## src/rtl/mem_arbiter_pkg.sv

```systemverilog
// Shared types for the fetch/data memory-port arbiter: FSM states, command
// bundle and the default starvation limit.
package mem_arbiter_pkg;

  localparam int STARVE_LIMIT_DEFAULT = 4;

  typedef enum logic [1:0] {
    IDLE    = 2'd0,
    WAIT_IF = 2'd1,
    WAIT_DM = 2'd2
  } arb_state_t;

  typedef struct packed {
    logic        we;
    logic [31:0] addr;
    logic [31:0] wdata;
    logic [3:0]  be;
  } mem_cmd_t;

endpackage

```

## src/rtl/mem_arbiter.sv

```systemverilog
// Shares one memory port between instruction fetch and data access, one
// transaction in flight at a time; data wins ties unless fetch is starving.
module mem_arbiter
  import mem_arbiter_pkg::*;
#(
  parameter int STARVE_LIMIT = STARVE_LIMIT_DEFAULT
) (
  input  logic        clk,
  input  logic        rst,
  input  logic        if_req,
  input  logic [31:0] if_addr,
  output logic        if_gnt,
  output logic        if_rvalid,
  output logic [31:0] if_rdata,
  input  logic        dm_req,
  input  logic        dm_we,
  input  logic [31:0] dm_addr,
  input  logic [31:0] dm_wdata,
  input  logic [3:0]  dm_be,
  output logic        dm_gnt,
  output logic        dm_rvalid,
  output logic [31:0] dm_rdata,
  output logic        mem_req,
  output logic        mem_we,
  output logic [31:0] mem_addr,
  output logic [31:0] mem_wdata,
  output logic [3:0]  mem_be,
  input  logic        mem_ready,
  input  logic        mem_rvalid,
  input  logic [31:0] mem_rdata,
  output arb_state_t  state_o,
  output logic [$clog2(STARVE_LIMIT+1)-1:0] starve_cnt_o
);

  localparam int CNT_W = $clog2(STARVE_LIMIT + 1);
  localparam logic [CNT_W-1:0] LIMIT = CNT_W'(STARVE_LIMIT);

  arb_state_t       state_q, state_d;
  logic [CNT_W-1:0] cnt_q, cnt_d;
  logic             if_win, dm_win;
  mem_cmd_t         cmd;

  // Handshake: a requester holds req and payload stable until it sees gnt;
  // a command is accepted only in a cycle where mem_req and mem_ready are both
  // high, and nothing unaccepted is ever latched here.
  always_comb begin
    if_win       = 1'b0;
    dm_win       = 1'b0;
    cmd          = '0;
    state_d      = state_q;
    cnt_d        = cnt_q;
    if_gnt       = 1'b0;
    dm_gnt       = 1'b0;
    if_rvalid    = 1'b0;
    if_rdata     = '0;
    dm_rvalid    = 1'b0;
    dm_rdata     = '0;
    mem_req      = 1'b0;
    mem_we       = 1'b0;
    mem_addr     = '0;
    mem_wdata    = '0;
    mem_be       = '0;
    state_o      = IDLE;
    starve_cnt_o = '0;

    if (state_q == IDLE) begin
      dm_win = dm_req && !(if_req && (cnt_q == LIMIT));
      if_win = if_req && !dm_win;
      if (dm_win) begin
        cmd = '{we: dm_we, addr: dm_addr, wdata: dm_wdata, be: dm_be};
      end else if (if_win) begin
        cmd = '{we: 1'b0, addr: if_addr, wdata: 32'h0, be: 4'hF};
      end
      if ((dm_win || if_win) && mem_ready) begin
        state_d = dm_win ? WAIT_DM : WAIT_IF;
      end
      if (if_win && mem_ready) begin
        cnt_d = '0;
      end else if (dm_win && mem_ready && if_req) begin
        if (cnt_q != LIMIT) cnt_d = cnt_q + CNT_W'(1);
      end else if (!if_req) begin
        cnt_d = '0;
      end
    end else if (mem_rvalid) begin
      state_d = IDLE;
    end

    // Every output is held at zero while reset is asserted.
    if (!rst) begin
      mem_req      = if_win || dm_win;
      mem_we       = cmd.we;
      mem_addr     = cmd.addr;
      mem_wdata    = cmd.wdata;
      mem_be       = cmd.be;
      if_gnt       = if_win && mem_ready;
      dm_gnt       = dm_win && mem_ready;
      if_rvalid    = (state_q == WAIT_IF) && mem_rvalid;
      dm_rvalid    = (state_q == WAIT_DM) && mem_rvalid;
      if_rdata     = if_rvalid ? mem_rdata : 32'h0;
      dm_rdata     = dm_rvalid ? mem_rdata : 32'h0;
      state_o      = state_q;
      starve_cnt_o = cnt_q;
    end
  end

  always_ff @(posedge clk) begin
    if (rst) begin
      state_q <= IDLE;
      cnt_q   <= '0;
    end else begin
      state_q <= state_d;
      cnt_q   <= cnt_d;
    end
  end

endmodule

```

## config.mk

```make
export PLATFORM = sky130hd
export DESIGN_NAME = mem_arbiter
export DESIGN_NICKNAME = d
export VERILOG_FILES = /design/src/rtl/mem_arbiter_pkg.sv /design/src/rtl/mem_arbiter.sv
export SDC_FILE = /design/constraint.sdc
export NUM_CORES = 1
export LEC_CHECK = 0
export CORE_AREA = 2 2 109 111
export DETAILED_ROUTE_END_ITERATION = 12
export DIE_AREA = 0 0 111 113
export GPL_TIMING_DRIVEN = 0
export PLACE_DENSITY = 0.58
export SKIP_LAST_GASP = 1
export SLEW_MARGIN = 5
export SYNTH_ARGS = -nofsm -noshare
export SYNTH_HDL_FRONTEND = slang
export SYNTH_SLANG_ARGS = --single-unit
```

## constraint.sdc

```tcl
create_clock -name clk -period 2.66 [get_ports clk]
set_input_delay 0.266 -clock clk [delete_from_list [all_inputs] [get_ports clk]]
set_output_delay 0.266 -clock clk [all_outputs]
set_load 0.01 [all_outputs]
```

### Yosys cells after proc, flatten, opt, wreduce, memory -nomap -nowiden

Index checks and enable logic that the tools add are counted.

* register bits: 5
* bits of input ports: 139
* output and inout port bits: 143
* logic and storage cells: 57

* $add $sub $neg: 1
* equal/unequal tests: 7
* muxes and demuxes: 28
* reductions and logical operators: 19

Operator list (count)
* two-way mux 32 bit: 6
* two-way mux 69 bit: 2
* two-way mux 68 bit: 1
* two-way mux 3 bit: 5
* logical AND 1 bit: 11
* two-way mux 2 bit: 5
* two-way mux 1 bit: 8
* two-way mux 4 bit: 1
* adder 3 x 1 -> 3 bit (second input constant): 1
* == test 3 bit (second input constant): 1
* != test 3 x 1 -> 1 bit (second input constant): 1
* != test 3 x 2 -> 1 bit (second input constant): 1
* != test 3 bit (second input constant): 1
* AND reduction 3 bit: 1
* == test 2 x 1 -> 1 bit (second input constant): 1
* == test 2 bit (second input constant): 1
* logical NOT 1 bit: 2
* logical NOT 2 bit: 1
* logical OR 1 bit: 2
* != test 2 x 1 -> 1 bit (second input constant): 1
* AND reduction 2 bit: 1
* nonzero test 2 bit: 1

### Longest topological paths before layout

* depth in word-level cells: 10
* mapped depth: 8
* depth with buffers taken out: 6

### Worst setup path before layout

OpenSTA, ideal clock, no wires.

* path type: flip-flop to output port
* start point: reg cnt_q[0]
* end point: out mem_addr[10]
* data arrival time: 1.377 ns
* required time: 2.394 ns
* setup slack: 1.017 ns
* cell stages (with the launch flop): 9
* path buffers: 2
* path through: dfxtp_1 > inv_1 > ha_1 > nand3_1 > and2_1 > clkbuf_1 > buf_2 > nand2_1 > a21oi_1

* cells in the longest elaborated chain, start to end: 10

Ends and longest elaborated chain
* start, declared: RTL line mem_arbiter.sv:39 `logic [CNT_W-1:0] cnt_q, cnt_d;`
* start signal, assigned: RTL line mem_arbiter.sv:112 `cnt_q <= cnt_d;`
* == test 3 bit *: RTL line mem_arbiter.sv:67 `dm_win = dm_req && !(if_req && (cnt_q == LIMIT));`
* logical AND 1 bit *: RTL line mem_arbiter.sv:67
* logical NOT 1 bit *: RTL line mem_arbiter.sv:67
* logical AND 1 bit *: RTL line mem_arbiter.sv:67
* logical NOT 1 bit: RTL line mem_arbiter.sv:68 `if_win = if_req && !dm_win;`
* logical AND 1 bit: RTL line mem_arbiter.sv:68
* two-way mux 68 bit: RTL line mem_arbiter.sv:71 `end else if (if_win) begin`
* two-way mux 69 bit *: RTL line mem_arbiter.sv:69 `if (dm_win) begin`
* two-way mux 69 bit *: RTL line mem_arbiter.sv:66 `if (state_q == IDLE) begin`
* two-way mux 32 bit *: RTL line mem_arbiter.sv:89 `if (!rst) begin`
* end, declared: RTL line mem_arbiter.sv:25 `output logic [31:0] mem_addr,`

Every way passes the cells marked *; elsewhere a longest branch is shown, timed or not.

### Final worst setup path

* start point: in if_req
* end point: out mem_addr[7]

* cells in the longest elaborated chain, start to end: 9

Ends and longest elaborated chain
* start, declared: RTL line mem_arbiter.sv:10 `input logic if_req,`
* logical AND 1 bit: RTL line mem_arbiter.sv:67
* logical NOT 1 bit: RTL line mem_arbiter.sv:67
* logical AND 1 bit: RTL line mem_arbiter.sv:67
* logical NOT 1 bit: RTL line mem_arbiter.sv:68
* logical AND 1 bit: RTL line mem_arbiter.sv:68
* two-way mux 68 bit: RTL line mem_arbiter.sv:71
* two-way mux 69 bit *: RTL line mem_arbiter.sv:69
* two-way mux 69 bit *: RTL line mem_arbiter.sv:66
* two-way mux 32 bit *: RTL line mem_arbiter.sv:89

Marked as above.

==> qor.yml <==
status:
  outcome: "complete, no violations"
critical_path:
  cp_data_required_time_ns: 2.39
  crit_top_cell: "clkdlybuf4s50_1"
  cp-startpoint: "if_req"
  critPathMaxFanout: 10
  rr_startpoint: "cnt_q[0]$_SDFFE_PP0P_"
  crit_arrival_ns: 2.27
  critPathCaptureType: "output port"
  path_class: "in -> out"
  max_stage_delay_ns: 0.56
  start_kind: "input pin"
  crit_chain: "clkdlybuf4s50_1 > buf_2 > clkbuf_1 > nand3_1 > a21oi_2 > clkdlybuf4s50_1"
  cpMaxStageDelayCell: "clkdlybuf4s50_1"
route:
  routedWlPerCell_um: 14.4
  vias: 2861
  drt_wl_total_um: 10000
  antenna_left: 0
  first_pass_iters: 4
  drc_errors: 0
  via_per_inst: 4.10
  drt_first_iter_violations: 98
power:
  vdd_drop_max_v: 0.000178
  leakage_uw: 0.00179
  power_density_nw_per_um2: 187
  p_total_uw: 885
floorplan:
  start_util: 0.147
  core-area_um2: 11300
  die_h_um: 113
  row_count: 39
  die_x_um: 111
  dieArea_um2: 12500
  io-pin-count: 282
hold_path:
  min_path_type: "reg -> reg"
  min_from: "cnt_q[1]$_SDFFE_PP0P_"
flow_run:
  drv_cap: 0
final_layout:
  fin_nets: 696
  layout_common_cells: "279 x clkdlybuf4s50_1, 99 x and2_1, 41 x nand2_1, 36 x a21oi_1, 34 x nand3_1"
  drive_gt1_frac: 0.0596
  area.growth.synth_to_final_pct: 186
  final_common_cell: "clkdlybuf4s50_1"
  diodes: 0
  nFillCells: 1195
clock_network:
  cts_sinks: 5
  htree_levels: 1
  post_cts_buffers: 0
  cts_tree: "done"
  clock_path_buffers: 2
  clock_latency_ns: 0.23
  cts_made_buffers: 3
  root_buffer: "clkbuf_16"
  ctsHoldBuffers: 0
  clkTransAtPathRegs_ns: 0.03
global_route:
  grt_pass1_wl_um: 14900
  grt_util_all_layers: 0.146
  antenna_found_initial: 0
  grt_max_degree: 11
  grt_remaining_overflow: 0
  grt_pass1_vias: 2804
synth:
  synth_area_um2: 1650
  synth-seq-cells: 5
  synthCells: 271
  yosysSeqAreaShare: 0.0606
  yosys_warnings: 0
  synth_fp_nets: 412
  synth_area_leaders: "and2_1 38%, a21oi_1 11%, nand3_1 10%"
  synth_edf_count: 0
  ys_types: 26
  async_reset_ff_frac: 0
  synth_top_area_cell: "and2_1"
  synthDominantCellAreaShare: 0.379
  syn_area_per_cell_um2: 6.10
  ys.flop_type: "dfxtp_1"
sta:
  finalSetupViolations: 0
  drv_slew: 0
  fin_crit_sh: 0.955
  rsz0062_at_grt: "false"
  worst_slew_pin_slew_ns: 0.471
  min_period_ns: 2.54
  tns_ns: 0
  fmax_mhz: 394
  hold_viol: 0
  relSlewSlack: 0.686
  skew_ns: 0.00125
place:
  place_congestion: 0.832
  io_buffers: 280
  hpwl_um: 8720
-- layout make-up --
cell class,count,area (um2),area share
timing repair buffer,280,2800,0.593
tap,143,179,0.0379
buffer,24,201,0.0426
sequential,5,100,0.0212
multi-input combinational,237,1350,0.286
inverter,4,15.0,0.00318
clock buffer,4,78.8,0.0167
-- metrics by stage --
step,hold WS (ns),instances,cell area (um2),util,worst slack [ns]
2_1_floorplan,0.335,271,1650,-,1.02
3_3_place_gp,0.462,694,4630,0.411,0.00610
3_5_place_dp,0.475,694,4630,0.411,-0.0119
4_1_cts,0.480,698,4720,0.418,0.00504
5_1_grt,0.510,697,4730,0.419,0.0129
6_report,0.477,697,4730,0.419,0.120
-- worst paths after layout --
kind                                              end  slack [ns]  cells after the start
worst max-delay path                      mem_addr[7]        0.12                      6
worst min-delay path            cnt_q[1]$_SDFFE_PP0P_        0.48                      2
worst max register to register  cnt_q[0]$_SDFFE_PP0P_        1.27                      6
worst min register to register  cnt_q[1]$_SDFFE_PP0P_        0.48                      2
-- kinds of logic after synthesis --
group	Yosys count	share of synthesized area
compound gates	43	0.139
fa+ha+maj	2	0.0151
buf+inv	29	0.127
flops	5	0.0606
simple gates	192	0.658
-- sequential cells by signal, indices dropped and copies added (netlist names) --
signal,flops
cnt_q,3
state_q,2
-- critical path, delay by kind of cell --
kind | cells | cell delay (ns)
AO/OA/AOI/OAI | 1 | 0.20
AND/OR/NAND/NOR | 1 | 0.16
buffers and inverters | 4 | 1.64
-- routing by layer --
layer  vias to the layer above  track usage  part of all wire
li1                       1452            -                 -
met1                      1253        0.159              0.40
met3                         6       0.0268             0.074
met4                         0       0.0325            0.0074
met2                       150        0.293              0.52
met5                         -            0                 0
-- Yosys cell counts, drive strengths merged (2+ instances only) --
| cell | n |
|---|---|
| nor3b | 2 |
| buf | 21 |
| nor2 | 6 |
| a21oi | 37 |
| nand2 | 42 |
| nand3 | 34 |
| nor2b | 3 |
| and2 | 100 |
| inv | 4 |
| clkbuf | 4 |
| ha | 2 |
| dfxtp | 5 |
-- power by group --
| group | internal [uW] | total (uW) | switching, uW |
|---|---|---|---|
| logic | 356 | 555 | 199 |
| clock network | 199 | 250 | 50.8 |
| registers | 77.8 | 80.6 | 2.83 |
-- repair_timing --
item,CTS,global route
endpoints found under the setup margin,2,30
hold endpoints to repair,0,0
resized for setup,3,5
Note: power is estimated with default switching activity, not from simulation.
